==> config.mk <==
export PLATFORM = sky130hd
export DESIGN_NAME = block_vec_seq
export DESIGN_NICKNAME = d
export VERILOG_FILES = /design/src/rtl/block_vec_seq.sv
export SDC_FILE = /design/constraint.sdc
export NUM_CORES = 1
export LEC_CHECK = 0
export ABC_AREA = 0
export CAP_MARGIN = 20
export CORE_MARGIN = 2
export CORE_UTILIZATION = 28
export CTS_CLUSTER_SIZE = 40
export DETAILED_ROUTE_END_ITERATION = 6
export PLACE_DENSITY_LB_ADDON = 0.25
export SETUP_SLACK_MARGIN = 0.02
export SYNTH_ARGS = -nofsm -noshare
export SYNTH_HDL_FRONTEND = slang
export SYNTH_SLANG_ARGS = --single-unit
==> constraint.sdc <==
create_clock -name clk -period 1.6 [get_ports clk]
set_input_delay 0.24 -clock clk [delete_from_list [all_inputs] [get_ports clk]]
set_output_delay 0.24 -clock clk [all_outputs]
set_load 0.01 [all_outputs]
==> src/rtl/block_vec_seq.sv <==
// Stimulus sequencer and response capture for the 2-input/2-select block cell.
// Define BLOCK_VEC_SEQ_CHECK_EN to include the golden cell model and mismatch counter.
module block_vec_seq #(
    parameter int unsigned HOLD_CYCLES = 2,
    parameter logic [7:0]  SEED        = 8'h00
) (
    input  logic       clk,
    input  logic       rst,
    input  logic       start,
    input  logic       o0_in,
    input  logic       o1_in,
    output logic       i0,
    output logic       i1,
    output logic       s0,
    output logic       s1,
    output logic       busy,
    output logic       done,
    output logic [7:0] signature,
    output logic [4:0] o0_ones,
    output logic [4:0] o1_ones,
    output logic [4:0] mismatch_cnt
);

    typedef enum logic [1:0] {
        ST_IDLE  = 2'd0,
        ST_DRIVE = 2'd1,
        ST_DONE  = 2'd2
    } state_t;

    localparam logic [3:0] HOLD_LAST = 4'(HOLD_CYCLES - 1);

    state_t     state_r;
    logic [3:0] vec_r;
    logic [3:0] hold_cnt_r;
    logic       busy_r;
    logic       done_r;
    logic [7:0] sig_r;
    logic [4:0] o0_ones_r;
    logic [4:0] o1_ones_r;
    logic       sample_s;
    logic       accept_s;

    // One MISR step: shift in the feedback tap, then fold in the two responses.
    function automatic logic [7:0] misr_step(input logic [7:0] sig, input logic o1, input logic o0);
        logic fb;
        fb = sig[7] ^ sig[5] ^ sig[4] ^ sig[3];
        return {sig[6:0], fb} ^ {6'b000000, o1, o0};
    endfunction

    // Sample and start-acceptance qualifiers
    always_comb begin
        sample_s = 1'b0;
        accept_s = 1'b0;
        if (state_r == ST_DRIVE) begin
            sample_s = (hold_cnt_r == HOLD_LAST);
        end else begin
            sample_s = 1'b0;
        end
        if (state_r == ST_IDLE) begin
            accept_s = start;
        end else begin
            accept_s = 1'b0;
        end
    end

    // Sequencer FSM with registered vector, status and capture results
    always_ff @(posedge clk) begin
        if (rst) begin
            state_r    <= ST_IDLE;
            vec_r      <= 4'd0;
            hold_cnt_r <= 4'd0;
            busy_r     <= 1'b0;
            done_r     <= 1'b0;
            sig_r      <= SEED;
            o0_ones_r  <= 5'd0;
            o1_ones_r  <= 5'd0;
        end else begin
            done_r <= 1'b0;
            case (state_r)
                ST_IDLE: begin
                    vec_r      <= 4'd0;
                    hold_cnt_r <= 4'd0;
                    busy_r     <= 1'b0;
                    if (accept_s) begin
                        sig_r     <= SEED;
                        o0_ones_r <= 5'd0;
                        o1_ones_r <= 5'd0;
                        busy_r    <= 1'b1;
                        state_r   <= ST_DRIVE;
                    end else begin
                        state_r <= ST_IDLE;
                    end
                end
                ST_DRIVE: begin
                    if (sample_s) begin
                        sig_r      <= misr_step(sig_r, o1_in, o0_in);
                        o0_ones_r  <= o0_ones_r + 5'(o0_in);
                        o1_ones_r  <= o1_ones_r + 5'(o1_in);
                        hold_cnt_r <= 4'd0;
                        // Last vector sampled: leave the cell inputs at zero while done pulses.
                        if (vec_r == 4'd15) begin
                            vec_r   <= 4'd0;
                            busy_r  <= 1'b0;
                            done_r  <= 1'b1;
                            state_r <= ST_DONE;
                        end else begin
                            vec_r <= vec_r + 4'd1;
                        end
                    end else begin
                        hold_cnt_r <= hold_cnt_r + 4'd1;
                    end
                end
                ST_DONE: begin
                    vec_r      <= 4'd0;
                    hold_cnt_r <= 4'd0;
                    busy_r     <= 1'b0;
                    state_r    <= ST_IDLE;
                end
                default: begin
                    vec_r      <= 4'd0;
                    hold_cnt_r <= 4'd0;
                    busy_r     <= 1'b0;
                    state_r    <= ST_IDLE;
                end
            endcase
        end
    end

`ifdef BLOCK_VEC_SEQ_CHECK_EN
    logic [4:0] mismatch_r;
    logic [1:0] golden_s;

    // Reference cell: returns {O1, O0} for vector {I0, I1, S0, S1}.
    function automatic logic [1:0] golden_cell(input logic [3:0] v);
        logic a;
        logic b;
        logic c;
        a = v[0] | v[3];
        b = v[1] & v[2];
        c = a ^ b;
        case (v[1:0])
            2'b00:   return {a & b, c};
            2'b01:   return {c, c};
            2'b10:   return {a & b, a | b};
            2'b11:   return {c, a | b};
            default: return 2'b00;
        endcase
    endfunction

    // Expected cell response for the vector currently driven
    always_comb begin
        golden_s = 2'b00;
        golden_s = golden_cell(vec_r);
    end

    // Mismatch counter, cleared on accepted start
    always_ff @(posedge clk) begin
        if (rst) begin
            mismatch_r <= 5'd0;
        end else if (accept_s) begin
            mismatch_r <= 5'd0;
        end else if (sample_s && (golden_s != {o1_in, o0_in})) begin
            mismatch_r <= mismatch_r + 5'd1;
        end else begin
            mismatch_r <= mismatch_r;
        end
    end

    assign mismatch_cnt = mismatch_r;
`else
    assign mismatch_cnt = 5'd0;
`endif

    assign i0        = vec_r[3];
    assign i1        = vec_r[2];
    assign s0        = vec_r[1];
    assign s1        = vec_r[0];
    assign busy      = busy_r;
    assign done      = done_r;
    assign signature = sig_r;
    assign o0_ones   = o0_ones_r;
    assign o1_ones   = o1_ones_r;

endmodule

; After elaboration in Yosys (flattened, before gate mapping)
; Index checks and enable logic that the tools add are counted.
[op_classes]
n_eq_ne = 6
muxes = 20
addsub = 4
reduce_logical = 7
n_bitwise = 6
[ops]
columns = cell, n
row1 = 5-bit case mux with 2 select lines, 2
row2 = 8-bit 2-to-1 mux, 2
row3 = 8-bit case mux with 2 select lines, 1
row4 = 5-bit 2-to-1 mux, 3
row5 = 5-bit by 1-bit adder with 5-bit output, 2
row6 = 4-bit by 1-bit adder with 4-bit output (second input constant), 2
row7 = 8-bit by 2-bit XOR with 8-bit output, 1
row8 = 1-bit 2-to-1 mux, 7
row9 = 3-bit OR reduction, 2
row10 = 4-bit by 1-bit == test with 1-bit output (second input constant), 1
row11 = 4-bit == test (second input constant), 1
row12 = 2-bit 2-to-1 mux, 2
row13 = 4-bit 2-to-1 mux, 1
row14 = 2-bit != test (second input constant), 2
row15 = 2-bit case mux with 2 select lines, 1
row16 = 3-bit AND reduction, 1
row17 = 1-bit XOR, 3
row18 = 2-bit by 1-bit == test with 1-bit output (second input constant), 1
row19 = 2-bit logical NOT, 1
row20 = 2-bit by 1-bit != test with 1-bit output (second input constant), 1
row21 = 1-bit NOT, 2
row22 = 1-bit case mux with 2 select lines, 1
row23 = 2-bit AND reduction, 1
row24 = 2-bit nonzero test, 1
row25 = 2-bit OR reduction, 1
[word_totals]
input_bits = 5
register_bits = 30
wordCells = 51
out_inout_bits = 29

; Logic depth before layout (Yosys ltp)
; Gate-level depths: netlist of run 1.
[logic_depth]
ltp_word = 6
depth_mapped = 8
mapped_depth_nobuf = 6

; Worst setup path after synthesis of run 1
; OpenSTA, ideal clock, no wires.
[synth_path]
path_kind = register to register
from = register hold_cnt_r[0]
to = register sig_r[2], in the netlist signature[2]
path_stages_with_launch = 8
setup_time_ns = 0.126
synth_period_minus_slack_ns = 1.404
n_path_buf = 2
path_slack_ns = 0.196
required_ns = 1.474
arrival_ns = 1.278
path_cell_list = dfxtp_1 ha_1 nand4bb_1 buf_4 a21o_1 buf_6 a22oi_1 nor2_1
[synth_between]
elab_chain_cells = 4
[synth_lines]
columns = element, line_no
row1 = start: declaration, 34  ; logic [3:0] hold_cnt_r;
row2 = start signal: assignment, 110  ; hold_cnt_r <= hold_cnt_r + 4'd1;
row3 = 4-bit by 1-bit == test with 1-bit output, 55  ; sample_s = (hold_cnt_r == HOLD_LAST);
row4 = 1-bit 2-to-1 mux, 54  ; if (state_r == ST_DRIVE) begin
row5 = 2-bit != test (no line), -
row6 = 3-bit AND reduction (no line), -
row7 = end signal: assignment, 96  ; sig_r <= misr_step(sig_r, o1_in, o0_in);
row8 = end: declaration, 37  ; logic [7:0] sig_r;
; No other way between the ends.
; A chain may end at the register's enable or synchronous reset.

; Final worst setup path of run 1
[layout_path]
from = register sig_r[3], in the netlist signature[3]
to = output port signature[3]
[layout_lines]
columns = element, line_no
row1 = end: declaration, 18  ; output logic [7:0] signature,
; No word-level cell between the ends.

==> results of run 1 <==
-- cells by family (layout without fill, tap and decap cells) --
logic type	Yosys count	after routing	share of synthesized area [%]
AOI/OAI and AO/OA	19	19	9.528
xor gates and xnor gates	15	15	10.73
adders and majority gates	7	7	6.475
buffers and inverters	12	43	5.642
DFF	30	30	44.40
other	1	5	0.2773
and+or+nand+nor	61	62	22.94
-- worst reg2reg max path, cell delays in order (launching register included) --
cell and delay, ns:
dfxtp_1 0.33, inv_1 0.06, ha_2 0.18, nand4bb_1 0.13
buf_4 0.21, nor3_1 0.23, xnor2_1 0.14, nor2_1 0.05
-- per-layer routing --
| metal | share of wire [%] | vias up |
|---|---|---|
| met5 | 0 | - |
| met4 | 1.1 | 0 |
| li1 | - | 553 |
| met3 | 6.4 | 3 |
| met2 | 48 | 26 |
| met1 | 45 | 522 |
-- cell usage after synthesis, drive strengths merged, types with 2 or more instances --
| cell | instances |
|---|---|
| nand3b | 5 |
| nand2b | 3 |
| xnor2 | 10 |
| clkbuf | 3 |
| a22oi | 7 |
| ha | 7 |
| nor2 | 25 |
| nand3 | 8 |
| nand4b | 4 |
| a21oi | 7 |
| nand2 | 11 |
| buf | 8 |
| xor2 | 4 |
| dfxtp | 30 |
| a21boi | 2 |
-- worst paths after layout --
check | startpoint | slack (ns) | cells past startpoint | to
setup reg to reg | hold_cnt_r[1] | 0.17 | 7 | vec_r[3]
hold / removal | hold_cnt_r[0] | 0.45 | 1 | hold_cnt_r[0]
hold reg to reg | hold_cnt_r[0] | 0.45 | 1 | hold_cnt_r[0]
setup / recovery | signature[3] | 0.11 | 1 | signature[3]
-- cell type report --
type	count	area share [%]
timing repair buffer	35	18.63
sequential	30	33.68
multi-input combinational	108	39.43
tap	54	3.782
inverter	1	0.2101
clock buffer	7	4.272
-- layout by cell type, fill, tap and decap left out --
| master | Yosys | routed |
|---|---|---|
| nor3b_2 | 0 | 1 |
| a22oi_1 | 7 | 7 |
| dfxtp_2 | 0 | 1 |
| nand2_1 | 11 | 11 |
| o221a_2 | 1 | 1 |
| a21o_1 | 1 | 1 |
| nand3_1 | 8 | 8 |
| and2_1 | 1 | 1 |
| nand3b_1 | 5 | 5 |
| ha_1 | 7 | 6 |
| nor3_1 | 1 | 1 |
| nor2_4 | 1 | 1 |
| o21bai_1 | 1 | 1 |
| nand4b_1 | 4 | 4 |
| nand4_1 | 1 | 1 |
| xnor2_1 | 10 | 10 |
| conb_1 | 1 | 5 |
| nor2_1 | 24 | 24 |
| clkdlybuf4s50_1 | 0 | 28 |
| a21oi_1 | 7 | 7 |
| nor2_2 | 0 | 1 |
| nand4bb_1 | 1 | 1 |
| xnor3_1 | 1 | 1 |
| xor2_1 | 4 | 4 |
| ha_2 | 0 | 1 |
| inv_1 | 1 | 1 |
| dfxtp_1 | 30 | 29 |
| nand2b_1 | 3 | 3 |
| buf_4 | 6 | 7 |
| clkbuf_1 | 3 | 2 |
| a21boi_0 | 2 | 2 |
| clkbuf_8 | 0 | 5 |
-- stage by stage --
step / TNS, ns / instance area (um2) / std cells / total power [W]
2_1_floorplan: 0 / 1368 / 149 / 0.0008532
6_report: 0 / 1787 / 235 / 0.001442
3_3_place_gp: -0.06557 / 1695 / 227 / 0.0008872
3_5_place_dp: -0.2198 / 1695 / 227 / 0.0008896
5_1_grt: 0 / 1787 / 235 / 0.001507
4_1_cts: 0 / 1772 / 234 / 0.001453
-- power breakdown --
part	internal (W)	total [W]	switching, W
Clock	0.000299	0.000566	0.000268
Combinational	0.0000486	0.000111	0.0000628
Sequential	0.000756	0.000765	0.00000852
-- state kept, by name (all words and copies together), names as in the netlist --
register and cells:
done 1, o1_ones 5, state_r 2, vec_r 4
busy 1, signature 8, o0_ones 5, hold_cnt_r 4
-- timing repair --
item                                    CTS  global route
endpoints found under the setup margin    0            16
hold buffers                              0             0
hold endpoints to repair                  0             0
gates resized for setup                   0             3
==> reports/summary.txt, run 1 <==
final setup violating endpoints - 0
I/O Buffers - 28
maximum clock path buffer count - 2
CTS tree - yes
top cells by area, synth - dfxtp_1, nor2_1, ha_1
Fillers - 477
max_cap viols - 0
Root Driver - clkbuf_8
via count - 1,104
Post-synth EDFFs - 0
DRT Wirelength - 2.989 mm
post-synthesis to final-layout area growth - 32.10%
CP Capture Type - primary output
PnR worst setup slack - 0.1109 ns
Tightest Hold Check Type - register to register
layout cells sized above 1 - 9.945%
Pleak - 0.6730 nW
Worst-path clk slew - 0.06 ns
RSZ-0062 raised after global routing - false
largest net degree at the start of global routing - 14
GPL Wtd Cong - 0.7257
Die X - 73.50 um
grt total ovfl - 0
multi-input logic area - 704.4 um2
period utilization - 93.07%
Slew Limit Fails - 0
CORE AREA - 4692 um2
#FFs+latches synth - 30
1st-iter DRT viols - 38
Syn Inst Count - 145
pre-CTS setup slack - -0.09927 ns
crit path max fanout - 4
Max Clk Rate - 671.6 MHz
Yosys top cell area share - 44.40%
post-CTS setup buffers - 0
Die Height - 73.50 um
NumNets Final - 193
critical path, cell by cell - clkdlybuf4s50_1
post-synthesis sequential area ratio - 44.40%
Critical Path AT - 1.25 ns
DRC - 0
ANT nets after route - 0
total I/O pin count - 34
WP buf/inv - 1
final core utilization - 38.08%
DR WL/cell - 12.72 um
Clk Latency, worst-skew pair - 0.28 ns
area leader, netlist - dfxtp_1
Mapped Area - 1353 um2
vias in the first global route - 1,123
Worst setup SP type - register
WHS - 0.4499 ns
final hold viol count - 0
GRT met3 Usage - 5.487%
grt met2 use - 20.63%
min cycle time layout - 1.489 ns
M1 GR Usage - 14.17%
Distinct cells, synth - 29
most crowded layer after global routing - met2
vias per std cell - 4.698
Antenna diodes - 0
VDD IR max - 0.0003061 V
htree depth - 2
WP data required - 1.36 ns
CP max stage delay - 0.57 ns
clock sinks - 30
Pre-antenna DRT Iters - 4
Max stage delay cell, worst path - clkdlybuf4s50_1
HPWL Detailed - 2.115 mm
critical path class - register to primary output
register area - 601.8 um2
status - complete, no violations
top_reg_cell synth - dfxtp_1
asr flop ratio synth - 0%
initial antenna violation count - 0
Pwr Density - 807.2 nW/um2
Tot GR Track Use - 12.34%
Die Area - 5402 um2
Yosys Warn Count - 0
Top delay family on crit path - buffers and inverters
Std-Cell Rows - 25
mean post-synth cell area - 9.328 um2
first-pass GRT wire length - 5.099 mm
Starting Density - 28.83%
Clock Skews - 0.005032 ns
total CTS buffers - 5
(Power assumes the default switching activity.)
==> run 2: changes to the inputs <==
--- a/config.mk
+++ b/config.mk
@@ -11,6 +11,7 @@
 export CORE_UTILIZATION = 28
 export CTS_CLUSTER_SIZE = 40
 export DETAILED_ROUTE_END_ITERATION = 6
+export DONT_BUFFER_PORTS = 1
 export PLACE_DENSITY_LB_ADDON = 0.25
 export SETUP_SLACK_MARGIN = 0.02
 export SYNTH_ARGS = -nofsm -noshare
==> reports/summary.txt, run 2 (same netlist as run 1, synthesis figures left out) <==
status - complete, no violations
VDD IR max - 0.0005231 V
critical path, cell by cell - ha_2 > nand4bb_4 > a21o_2 > a22oi_1 > nor2_1
htree depth - 2
WP data required - 1.76 ns
Critical Path AT - 1.61 ns
Pwr Density - 941.0 nW/um2
largest net degree at the start of global routing - 15
min cycle time layout - 1.446 ns
layout cells sized above 1 - 14.29%
total I/O pin count - 34
Top delay family on crit path - compound AO/OA/AOI/OAI gates
critical path class - register to register
CTS tree - yes
Fillers - 499
final hold viol count - 0
Std-Cell Rows - 25
CORE AREA - 4692 um2
DRC - 0
commonest non-fill, non-tap cells in the layout - dfxtp_1, nor2_1, xnor2_1, nand2_1, nand3_1
vias in the first global route - 948
post-CTS setup buffers - 0
vias per std cell - 4.851
P_int - 0.001132 W
Starting Density - 28.83%
hold-fix buffers at CTS - 0
RSZ-0062 raised after global routing - false
Clock Skews - 0.003242 ns
Die Height - 73.50 um
combinational share of power - 5.7%
total CTS buffers - 5
ANT nets after route - 0
multi-input logic area - 724.4 um2
grt total ovfl - 0
Tot GR Track Use - 11.64%
GPL Wtd Cong - 0.8904
switching portion of total power - 22.05%
Clk Latency, worst-skew pair - 0.27 ns
maximum clock path buffer count - 2
Pre-antenna DRT Iters - 4
WHS - 0.03426 ns
pre-CTS setup slack - 0.09695 ns
part of the power in registers - 52.8%
initial antenna violation count - 0
Tightest Hold Check Type - input port to register
NumNets Final - 165
Max Clk Rate - 691.7 MHz
post-synthesis to final-layout area growth - 14.15%
HPWL Detailed - 2.232 mm
DRT Wirelength - 2.959 mm
final core utilization - 32.91%
clock group share of total power - 41.5%
DR WL/cell - 14.23 um
max_cap viols - 0
PnR worst setup slack - 0.1543 ns
Worst setup SP type - register
first-pass GRT wire length - 4.602 mm
Pleak - 0.5912 nW
Die Area - 5402 um2
Root Driver - clkbuf_8
setup TNS - 0 ns
CP max stage delay - 0.38 ns
crit path max fanout - 12
Slew Limit Fails - 0
CP Capture Type - register
P_sw - 0.0003204 W
WP buf/inv - 0
1st-iter DRT viols - 35
final setup violating endpoints - 0
Die X - 73.50 um
period utilization - 90.36%
I/O Buffers - 0
post-cts resize count - 0
clock sinks - 30
commonest non-fill, non-tap cell in the layout - dfxtp_1
register area - 600.6 um2
Worst-path clk slew - 0.06 ns
number of flip-flops in the largest register - 8
Max stage delay cell, worst path - dfxtp_1
via count - 1,009
Antenna diodes - 0
-- run 2: cell count changes in the layout (fill, tap and decap cells not counted), sizes merged --
cell / before / now
clkdlybuf4s50: 28 / 0
clkinv: 0 / 1
-- run 2: final timing paths --
| path | start | to | slack (ns) | depth (start not counted) |
|---|---|---|---|---|
| hold reg to reg | hold_cnt_r[0] | hold_cnt_r[0] | 0.47 | 1 |
| setup / recovery | hold_cnt_r[0] | signature[1] | 0.15 | 5 |
| hold / removal | rst | signature[5] | 0.03 | 1 |
| setup reg to reg | hold_cnt_r[0] | signature[1] | 0.15 | 5 |
-- run 2: worst reg2reg max path, stage by stage, from the launching register on --
cell and delay [ns]:
dfxtp_1 0.38, ha_2 0.24, nand4bb_4 0.15, a21o_2 0.31, a22oi_1 0.21, nor2_1 0.06
-- run 2: power groups by stage --
stage / logic, W / registers, W / clock network [W]
final: 0.0000823 / 0.000767 / 0.000603
after detailed placement: 0.0000776 / 0.000783 / 0
after floorplan: 0.0000725 / 0.000781 / 0
after CTS: 0.0000784 / 0.000766 / 0.000625
after global placement: 0.0000762 / 0.000782 / 0
after global routing: 0.0000935 / 0.000768 / 0.000659
-- run 2: final cells by class --
type                    instances  share of cell area [%]
clock buffers                   7                   5.592
clock inverters                 1                  0.3241
inverters                       1                  0.2431
multi-input cells             108                   46.92
flip-flops and latches         30                   38.90
well taps                      54                   4.376
repair buffers                  7                   3.647
-- run 2: metrics by stage --
| stage | power (W) | area, um2 | std cells |
|---|---|---|---|
| 2_1_floorplan | 0.0008532 | 1368 | 149 |
| 3_3_place_gp | 0.0008586 | 1415 | 199 |
| 3_5_place_dp | 0.0008603 | 1415 | 199 |
| 4_1_cts | 0.001469 | 1506 | 207 |
| 5_1_grt | 0.001520 | 1544 | 208 |
| 6_report | 0.001453 | 1544 | 208 |
-- run 2: metal layers --
| metal | vias up | part of all wire [%] | GRT usage [%] |
|---|---|---|---|
| li1 | 498 | - | - |
| met1 | 465 | 42 | 12.33 |
| met2 | 35 | 46 | 18.55 |
| met3 | 11 | 8.5 | 5.761 |
| met4 | 0 | 2.9 | 6.869 |
| met5 | - | 0 | 0 |
